### src/rtl/reg_file_param.sv
// Parametrised 2-read/1-write register file with write-to-read bypass and a hardware clear sequencer.
// Optional hardwired zero register at entry 0 when ZERO_REG_EN is defined.
module reg_file_param #(
    parameter int DATA_W = 16,
    parameter int ADDR_W = 3
) (
    input  logic              clk,
    input  logic              rst,
    input  logic              wr_en,
    input  logic [ADDR_W-1:0] wr_addr,
    input  logic [DATA_W-1:0] wr_data,
    input  logic [ADDR_W-1:0] rd0_addr,
    input  logic [ADDR_W-1:0] rd1_addr,
    output logic [DATA_W-1:0] rd0_data,
    output logic [DATA_W-1:0] rd1_data,
    input  logic              clr_req,
    output logic              busy
);

    localparam int DEPTH = 2 ** ADDR_W;

    typedef enum logic {
        CLEAR = 1'b0,
        IDLE  = 1'b1
    } state_t;

    state_t            state;
    logic [ADDR_W-1:0] clr_ptr;
    logic [DATA_W-1:0] mem [DEPTH];
    logic              wr_fire;

    // A write lands only in IDLE with no clear request competing for the same cycle.
    always_comb begin
        wr_fire = (state == IDLE) && wr_en && !clr_req;
`ifdef ZERO_REG_EN
        if (wr_addr == '0) begin
            wr_fire = 1'b0;
        end
`endif
    end

    always_ff @(posedge clk or posedge rst) begin
        if (rst) begin
            state   <= CLEAR;
            clr_ptr <= '0;
            busy    <= 1'b1;
        end else begin
            case (state)
                CLEAR: begin
                    clr_ptr <= clr_ptr + 1'b1;
                    if (clr_ptr == ADDR_W'(DEPTH - 1)) begin
                        state <= IDLE;
                        busy  <= 1'b0;
                    end
                end
                IDLE: begin
                    if (clr_req) begin
                        state   <= CLEAR;
                        clr_ptr <= '0;
                        busy    <= 1'b1;
                    end
                end
                default: begin
                    state   <= CLEAR;
                    clr_ptr <= '0;
                    busy    <= 1'b1;
                end
            endcase
        end
    end

    // Storage has no reset; the clear sequencer is the only thing that zeroes it.
    always_ff @(posedge clk) begin
        if (state == CLEAR) begin
            mem[clr_ptr] <= '0;
        end else if (wr_fire) begin
            mem[wr_addr] <= wr_data;
        end
    end

    always_comb begin
        rd0_data = mem[rd0_addr];
        rd1_data = mem[rd1_addr];
        if (wr_fire && (rd0_addr == wr_addr)) begin
            rd0_data = wr_data;
        end
        if (wr_fire && (rd1_addr == wr_addr)) begin
            rd1_data = wr_data;
        end
`ifdef ZERO_REG_EN
        if (rd0_addr == '0) begin
            rd0_data = '0;
        end
        if (rd1_addr == '0) begin
            rd1_data = '0;
        end
`endif
        if (busy) begin
            rd0_data = '0;
            rd1_data = '0;
        end
    end

endmodule

### config.mk
export PLATFORM = sky130hd
export DESIGN_NAME = reg_file_param
export DESIGN_NICKNAME = d
export VERILOG_FILES = /design/src/rtl/reg_file_param.sv
export SDC_FILE = /design/constraint.sdc
export NUM_CORES = 1
export LEC_CHECK = 0
export CORE_ASPECT_RATIO = 1.25
export CORE_MARGIN = 3
export CORE_UTILIZATION = 62
export CTS_CLUSTER_SIZE = 25
export DETAILED_ROUTE_END_ITERATION = 16
export HOLD_SLACK_MARGIN = 0.15
export PLACE_DENSITY = 0.85
export SLEW_MARGIN = 0
export SYNTH_ARGS = -nofsm -noshare
export SYNTH_HDL_FRONTEND = slang
export SYNTH_SLANG_ARGS = --single-unit
### constraint.sdc
create_clock -name clk -period 7.9 [get_ports clk]
set_input_delay 0.79 -clock clk [delete_from_list [all_inputs] [get_ports clk]]
set_output_delay 0.79 -clock clk [all_outputs]
set_load 0.02 [all_outputs]
== Yosys cells after proc, flatten, opt, wreduce, memory -nomap -nowiden ==
Memories as Yosys holds them, arrays and structs flattened.
Cells that the tools add are included.
Storage, ports and cells
  bits in registers: 5
  memory bits (writable): 128
  output and inout port bits: 33
  word-level logic and storage cells: 37
  memories kept: 1
Cells by class
  $add $sub $neg: 1
  equality and inequality tests: 5
  multiplexer cells: 19
  bitwise logic cells: 1
  reduce and logical (&&, ||, !) cells: 7
Memory list
  mem: words 8, width 16, rd ports 2, clocked after Yosys merged registers in 0, write ports 1, line 29  | logic [DATA_W-1:0] mem [DEPTH];
Operators by type and width (count)
  16-bit 2-to-1 mux: 5
  16-bit OR reduction: 1
  1-bit 2-to-1 mux: 9
  3-bit == test: 2
  3-bit 2-to-1 mux: 2
  3-bit one-hot mux with 2 select lines: 1
  1-bit logical AND: 4
  2-bit inequality test, second input constant: 2
  1-bit one-hot mux with 2 select lines: 2
  3-bit by 1-bit adder with 3-bit output, second input constant: 1
  3-bit == test, second input constant: 1
  2-bit AND reduction: 1
  1-bit zero test: 1
  1-bit inverter: 1

== Logic depth before layout (Yosys ltp) ==
Gate-level depths: netlist (run 1).
  word-level depth: 7
  gate-level depth with buffers: 7
  gate-level depth less buffers: 4

== Worst setup path after synthesis (run 1) ==
No wires, ideal clock.
  path kind: input port to flip-flop
  start point: input clr_req
  end point: memory mem[4][0], enable pin
  arrival time: 2583 ps
  required time: 7491 ps
  path slack: 4908 ps
  stages on the path: 3
  buffers on the path: 0
  cell sequence: and3b_1 -> mux2_2 -> nor3_1
On the way
  cells in the longest elaborated chain, start to end: 7
  elaborated cells between the ends (all ways): 8
RTL lines
  from (decl): line 16  | input logic clr_req,
  1-bit zero test *: line 34  | wr_fire = (state == IDLE) && wr_en && !clr_req;
  1-bit logical AND *: line 34
  1-bit 2-to-1 mux *: line 76  | end else if (wr_fire) begin
  1-bit 2-to-1 mux *: line 74  | if (state == CLEAR) begin
  1-bit 2-to-1 mux (not written as such) *: line 77  | mem[wr_addr] <= wr_data;
  16-bit OR reduction (no source line)
  3-bit 2-to-1 mux (no source line) / 1-bit 2-to-1 mux (equally long branches)
  to (decl): line 29
Every way passes the cells marked *; elsewhere a longest branch is shown, timed or not.

== Final worst setup path (run 1) ==
  start point: input rd0_addr[0]
  end point: output rd0_data[1]
On the way
  cells in the longest elaborated chain, start to end: 4
  elaborated cells between the ends (all ways): 5
RTL lines
  from (decl): line 12  | input logic [ADDR_W-1:0] rd0_addr,
  branches (longest 2 deep; another with memory 8 x 16 bit)
  16-bit 2-to-1 mux *: line 84  | if (wr_fire && (rd0_addr == wr_addr)) begin
  16-bit 2-to-1 mux *: line 98  | if (busy) begin
  to (decl): line 14  | output logic [DATA_W-1:0] rd0_data,
Every way passes the cells marked *.

==> impl_metrics.ini, run 1 <==
[outcome]
status = finished, final reports clean

[floorplanning]
die-area_um2 = 12300
initial_utilization_pct = 63.9
core_area_um2 = 10700
die_y_um = 123
boundaryPins = 62
fp.dieW_um = 99.8
rows = 42

[cts]
post_cts_resized = 0
clkTransAtPathRegs_ps = 60
cts_buffers = 17
cts_root_buffer = clkbuf_16
clk_latency_ps = 420
cts_tree = done
cts_num_sinks = 133
postCtsSetupRepairBufs = 0
clockBufferDepth = 2
htreeDepth = 4
postCtsHoldBufs = 0

[grt]
grt_max_degree = 49
grt_usage_pct = 28.9
grt_pass1_vias = 4729
grt_pass1_wl_um = 25600
antenna_found_initial = 0
overflow = 0

[finish]
diodes = 0
multi_input_area_um2 = 2580
nets = 533
area_delta_synth_final_pct = 17.4
fin_area_um2 = 8000
ff_latch_area_um2 = 3970
drive_above_1_share_pct = 13.2
final.fill_count = 607
finalNonFillerCells = 647

[timing]
hold_viol_final = 0
fmax_ghz = 0.200
setup_viol = 0
fin_crit_ps = 5000
slew_headroom_pct = 26.6
final.setup.tns_ps = 0
fin_crit_sh_pct = 63.3
max_slew.worst_pin.slew_ps = 1100
drv_slew = 0
finalClockSkew_ps = 7.87
hold_ws_ps = 558
rsz0062_at_grt = no

[routing]
vias = 4597
wl_per_cell_um = 26.0
postRouteAntennaNets = 0
drt-initial-drc-count = 573
via_per_inst = 7.11
drc = 0
wl_um = 16800
first_pass_iters = 6

[placement]
place_inst = 615
gp_routability_congestion = 0.840
portBuffers = 61
dpl.hpwl_um = 9750
placed_cell_area_um2 = 7390

[worst_hold_path]
hp-class = flop to flop

[setup_path]
setup.worst_path.start_class = primary input
worstPathMaxFanout = 19
arrival_ps = 4210
crit_type = primary input to primary output
worstSetupEndpointType = primary output
worstPathRequired_ps = 7110

[synthesis]
yosys.area.top_type = edfxtp_1
synth_seq_area_share_pct = 58.3
avgSynthCellArea_um2 = 15.1
synth_flop_cell = edfxtp_1
synth_fa_ha_area_share_pct = 0.367
synth_compound_area_share_pct = 7.12
ys_types = 37
synth_top_family_by_area = multiplexers
syn-num-nets = 481
synth_edf_count = 128
synthSimpleGateAreaFrac_pct = 7.62
synth.top_cell.area_share_pct = 56.4
yosys_warnings = 0
syn-instance-count = 450
synth_area_um2 = 6810
synthMuxAreaShare_pct = 21.5
synthXorXnorAreaFrac_pct = 0.771
async_flop_share_pct = 3.76
ys_ff_latch = 133
synth_area_leaders = edfxtp_1, mux2i_1, mux4_1

[power_and_ir_drop]
power.density_nw_per_um2 = 336
peakVddDrop_uv = 258
total_power_mw = 2.69
power.leakage_nw = 2.85

[job]
max_cap_violations = 0
-- per-layer routing --
| metal | GRT usage [%] | wire length [um] |
|---|---|---|
| met5 | 0 | 0 |
| met4 | 13.9 | 595 |
| met3 | 7.84 | 1780 |
| met2 | 48.7 | 8790 |
| met1 | 34.5 | 5660 |
-- Yosys cell counts (all sizes together) (2+ instances only) --
cell	count
a211oi	32
a21oi	2
a22o	2
and2	16
and4	2
buf	29
clkbuf	5
dfrtp	4
dlygate4sd1	2
edfxtp	128
ha	2
inv	4
mux2i	63
mux4	34
nand2	3
nand2b	3
nand4	2
nor2	36
nor3	33
o22ai	30
or2	2
xnor2	6
-- worst max-delay path: stages --
cell,delay (ps)
clkdlybuf4s50_1,970
xnor2_1,500
and4_1,820
a211oi_1,110
nor3_1,340
clkdlybuf4s50_1,670
-- cell type report --
type,count,share of cell area [%]
clock buffers,17,5.32
clock inverters,15,2.25
inverters,4,0.188
multi-input cells,277,32.3
flip-flops and latches,133,49.6
well taps,132,2.06
repair buffers,69,8.26
-- cells by family (layout without fill, tap and decap cells) --
family                     Yosys count  count (layout)
AOI/OAI and AO/OA                   70              70
adders and majority gates            2               2
buffers and inverters               40             105
xor gates and xnor gates             6               6
and+or+nand+nor                    101             101
DFF                                133             133
muxes                               98              98
-- worst paths after layout --
path | from | endpoint | slack, ps | depth (start not counted)
max in group asynchronous | rst | busy | 7060 | 2
max | rd0_addr[0] | rd0_data[1] | 2900 | 6
max reg2reg | state | mem[5][12] | 4800 | 4
min reg2reg | clr_ptr[2] | clr_ptr[2] | 560 | 1
min | clr_ptr[2] | clr_ptr[2] | 560 | 1
min in group asynchronous | rst | state | 600 | 2
-- layout by cell type (no fill, tap or decap), drive strengths merged, types with 4 or more instances in the layout --
master | netlist | layout
a211oi | 32 | 32
and2 | 16 | 16
buf | 29 | 10
clkbuf | 5 | 17
clkdlybuf4s50 | 0 | 59
clkinv | 0 | 5
clkinvlp | 0 | 5
dfrtp | 4 | 4
edfxtp | 128 | 128
inv | 4 | 6
mux2i | 63 | 63
mux4 | 34 | 34
nor2 | 36 | 36
nor3 | 33 | 33
o22ai | 30 | 30
xnor2 | 6 | 6
-- per-stage QoR --
stage          util (%)  setup slack, ps
3_3_place_gp       69.3             3270
5_1_grt            75.0             2850
3_5_place_dp       69.3             3140
6_report           75.0             2900
4_1_cts            75.0             3090
2_1_floorplan         -             4910
-- where the power goes --
| part | total, mW | internal (mW) | leakage [nW] | switching (mW) |
|---|---|---|---|---|
| logic | 0.759 | 0.318 | 1.30 | 0.442 |
| clock network | 0.797 | 0.496 | 0.280 | 0.300 |
| registers | 1.13 | 1.01 | 1.27 | 0.118 |
-- sequential cells by signal, summed over array words and instances (netlist names) --
register,count
mem,128
clr_ptr,3
busy,1
state,1
No activity file was read; power rests on OpenSTA's default activity.
==> run 2: changes to the inputs <==
- CORE_UTILIZATION: 62 -> 52
- PLACE_DENSITY: 0.85 -> 0.76
- clock period: 7.9 -> 4.4 ns (I/O delays scaled with it)
==> impl_metrics.ini, run 2 (synthesized netlist as in run 1, its figures left out) <==
[outcome]
status = finished, final reports clean

[timing]
fmax_ghz = 0.275
fin_crit_ps = 3630
hold_viol_final = 0
rsz0062_at_grt = no
final.setup.tns_ps = 0
fin_crit_sh_pct = 82.6
finalClockSkew_ps = 4.93
drv_slew = 0
setup_viol = 0
max_slew.worst_pin.slew_ps = 767
slew_headroom_pct = 48.9

[finish]
reg_top3 = mem x128, clr_ptr x3
diodes = 0
final.fill_count = 935
final_common_cell = edfxtp_1
area_delta_synth_final_pct = 19.3
regMostFlops = mem
largest_register_ffs = 128
nets = 551
drive_above_1_share_pct = 16.3
final_cell_mix = edfxtp_1, mux2i_1, clkdlybuf4s50_1

[grt]
grt_usage_pct = 24.9
grt_pass1_wl_um = 26200
overflow = 0
grt_max_degree = 48
antenna_found_initial = 0
grt_pass1_vias = 4724

[floorplanning]
boundaryPins = 62
die_y_um = 134
rows = 46
core_area_um2 = 12800
die-area_um2 = 14500
fp.dieW_um = 108
initial_utilization_pct = 53.3

[cts]
clockBufferDepth = 2
postCtsSetupRepairBufs = 0
post_cts_resized = 0
postCtsHoldBufs = 0
cts_tree = done
cts_buffers = 17
clkTransAtPathRegs_ps = 60
cts_num_sinks = 133
cts_root_buffer = clkbuf_16
htreeDepth = 4
clk_latency_ps = 410

[routing]
first_pass_iters = 5
drc = 0
wl_per_cell_um = 24.2
postRouteAntennaNets = 0
via_per_inst = 6.37
wl_um = 17000
drt-initial-drc-count = 402
vias = 4464

[power_and_ir_drop]
p_seq_share_pct = 42.8
peakVddDrop_uv = 522
switching_power_mw = 1.47
power.density_nw_per_um2 = 581
p_sw_share_pct = 31.2
total_power_mw = 4.73
comb_power_share_pct = 28.5
intPower_mw = 3.25
power.leakage_nw = 2.93
clkPwrFrac_pct = 28.7

[job]
max_cap_violations = 0

[setup_path]
worstSetupEndpointType = primary output
crit_type = primary input to primary output
worstPathMaxFanout = 9
arrival_ps = 3190
setup.worst_path.start_class = primary input
worstPathRequired_ps = 3960

[placement]
gp_routability_congestion = 0.784
dpl.hpwl_um = 10900
portBuffers = 61

[worst_hold_path]
hp-class = primary input to asynchronous set/reset pin
run 2: changes by cell type in the layout (fill, tap and decap cells not counted), sizes merged:
| cell | previous run | this run |
|---|---|---|
| bufinv | 3 | 2 |
| inv | 6 | 5 |
| buf | 10 | 28 |
| clkinvlp | 5 | 3 |
| clkinv | 5 | 8 |
| clkbuf | 17 | 18 |
run 2: stage by stage:
step | hold slack, ps | instances | util (%) | setup WS (ps) | instance area (um^2)
6_report | 230 | 701 | 63.6 | 767 | 8130
5_1_grt | 238 | 701 | 63.6 | 684 | 8130
4_1_cts | 224 | 701 | 63.6 | 775 | 8130
3_5_place_dp | 545 | 669 | 59.1 | 785 | 7560
3_3_place_gp | 531 | 669 | 59.1 | 831 | 7560
2_1_floorplan | 218 | 450 | - | 1760 | 6810
run 2: worst paths after layout:
check	start	end	slack [ps]	cells past startpoint
min in group clk	clr_ptr[2]	clr_ptr[2]	560	1
max	rd0_addr[1]	rd0_data[2]	770	6
min	rst	state	230	2
max in group asynchronous	rst	busy	3930	2
min reg2reg	clr_ptr[2]	clr_ptr[2]	560	1
max reg2reg	state	mem[5][0]	1590	6
run 2: worst max-delay path, cell delays in order:
cell             delay, ps
clkdlybuf4s50_1        860
buf_4                  310
mux4_1                 570
a211oi_1               330
nor3_1                 100
clkdlybuf4s50_1        580
run 2: power groups by stage:
stage / logic, mW / clock network (mW) / registers, mW
floorplan: 0.861 / 0 / 1.95
global placement: 1.32 / 0 / 2.00
detailed placement: 1.35 / 0 / 2.04
CTS: 1.35 / 1.37 / 2.02
global route: 1.43 / 1.43 / 2.06
finish: 1.35 / 1.36 / 2.02
run 2: cell type report:
type	instances	area [um^2]	share of cell area, %
inverter	4	15.0	0.185
tap	168	210	2.59
clock inverter	14	135	1.66
multi-input combinational	277	2560	31.5
sequential	133	3970	48.8
timing repair buffer	87	796	9.79
clock buffer	18	439	5.40
run 2: layer usage:
layer	up-vias	global-route usage, %	wire, um
li1	1971	-	-
met1	2232	30.4	6370
met2	222	43.2	8950
met3	39	5.92	1280
met4	0	8.49	373
met5	-	0	0
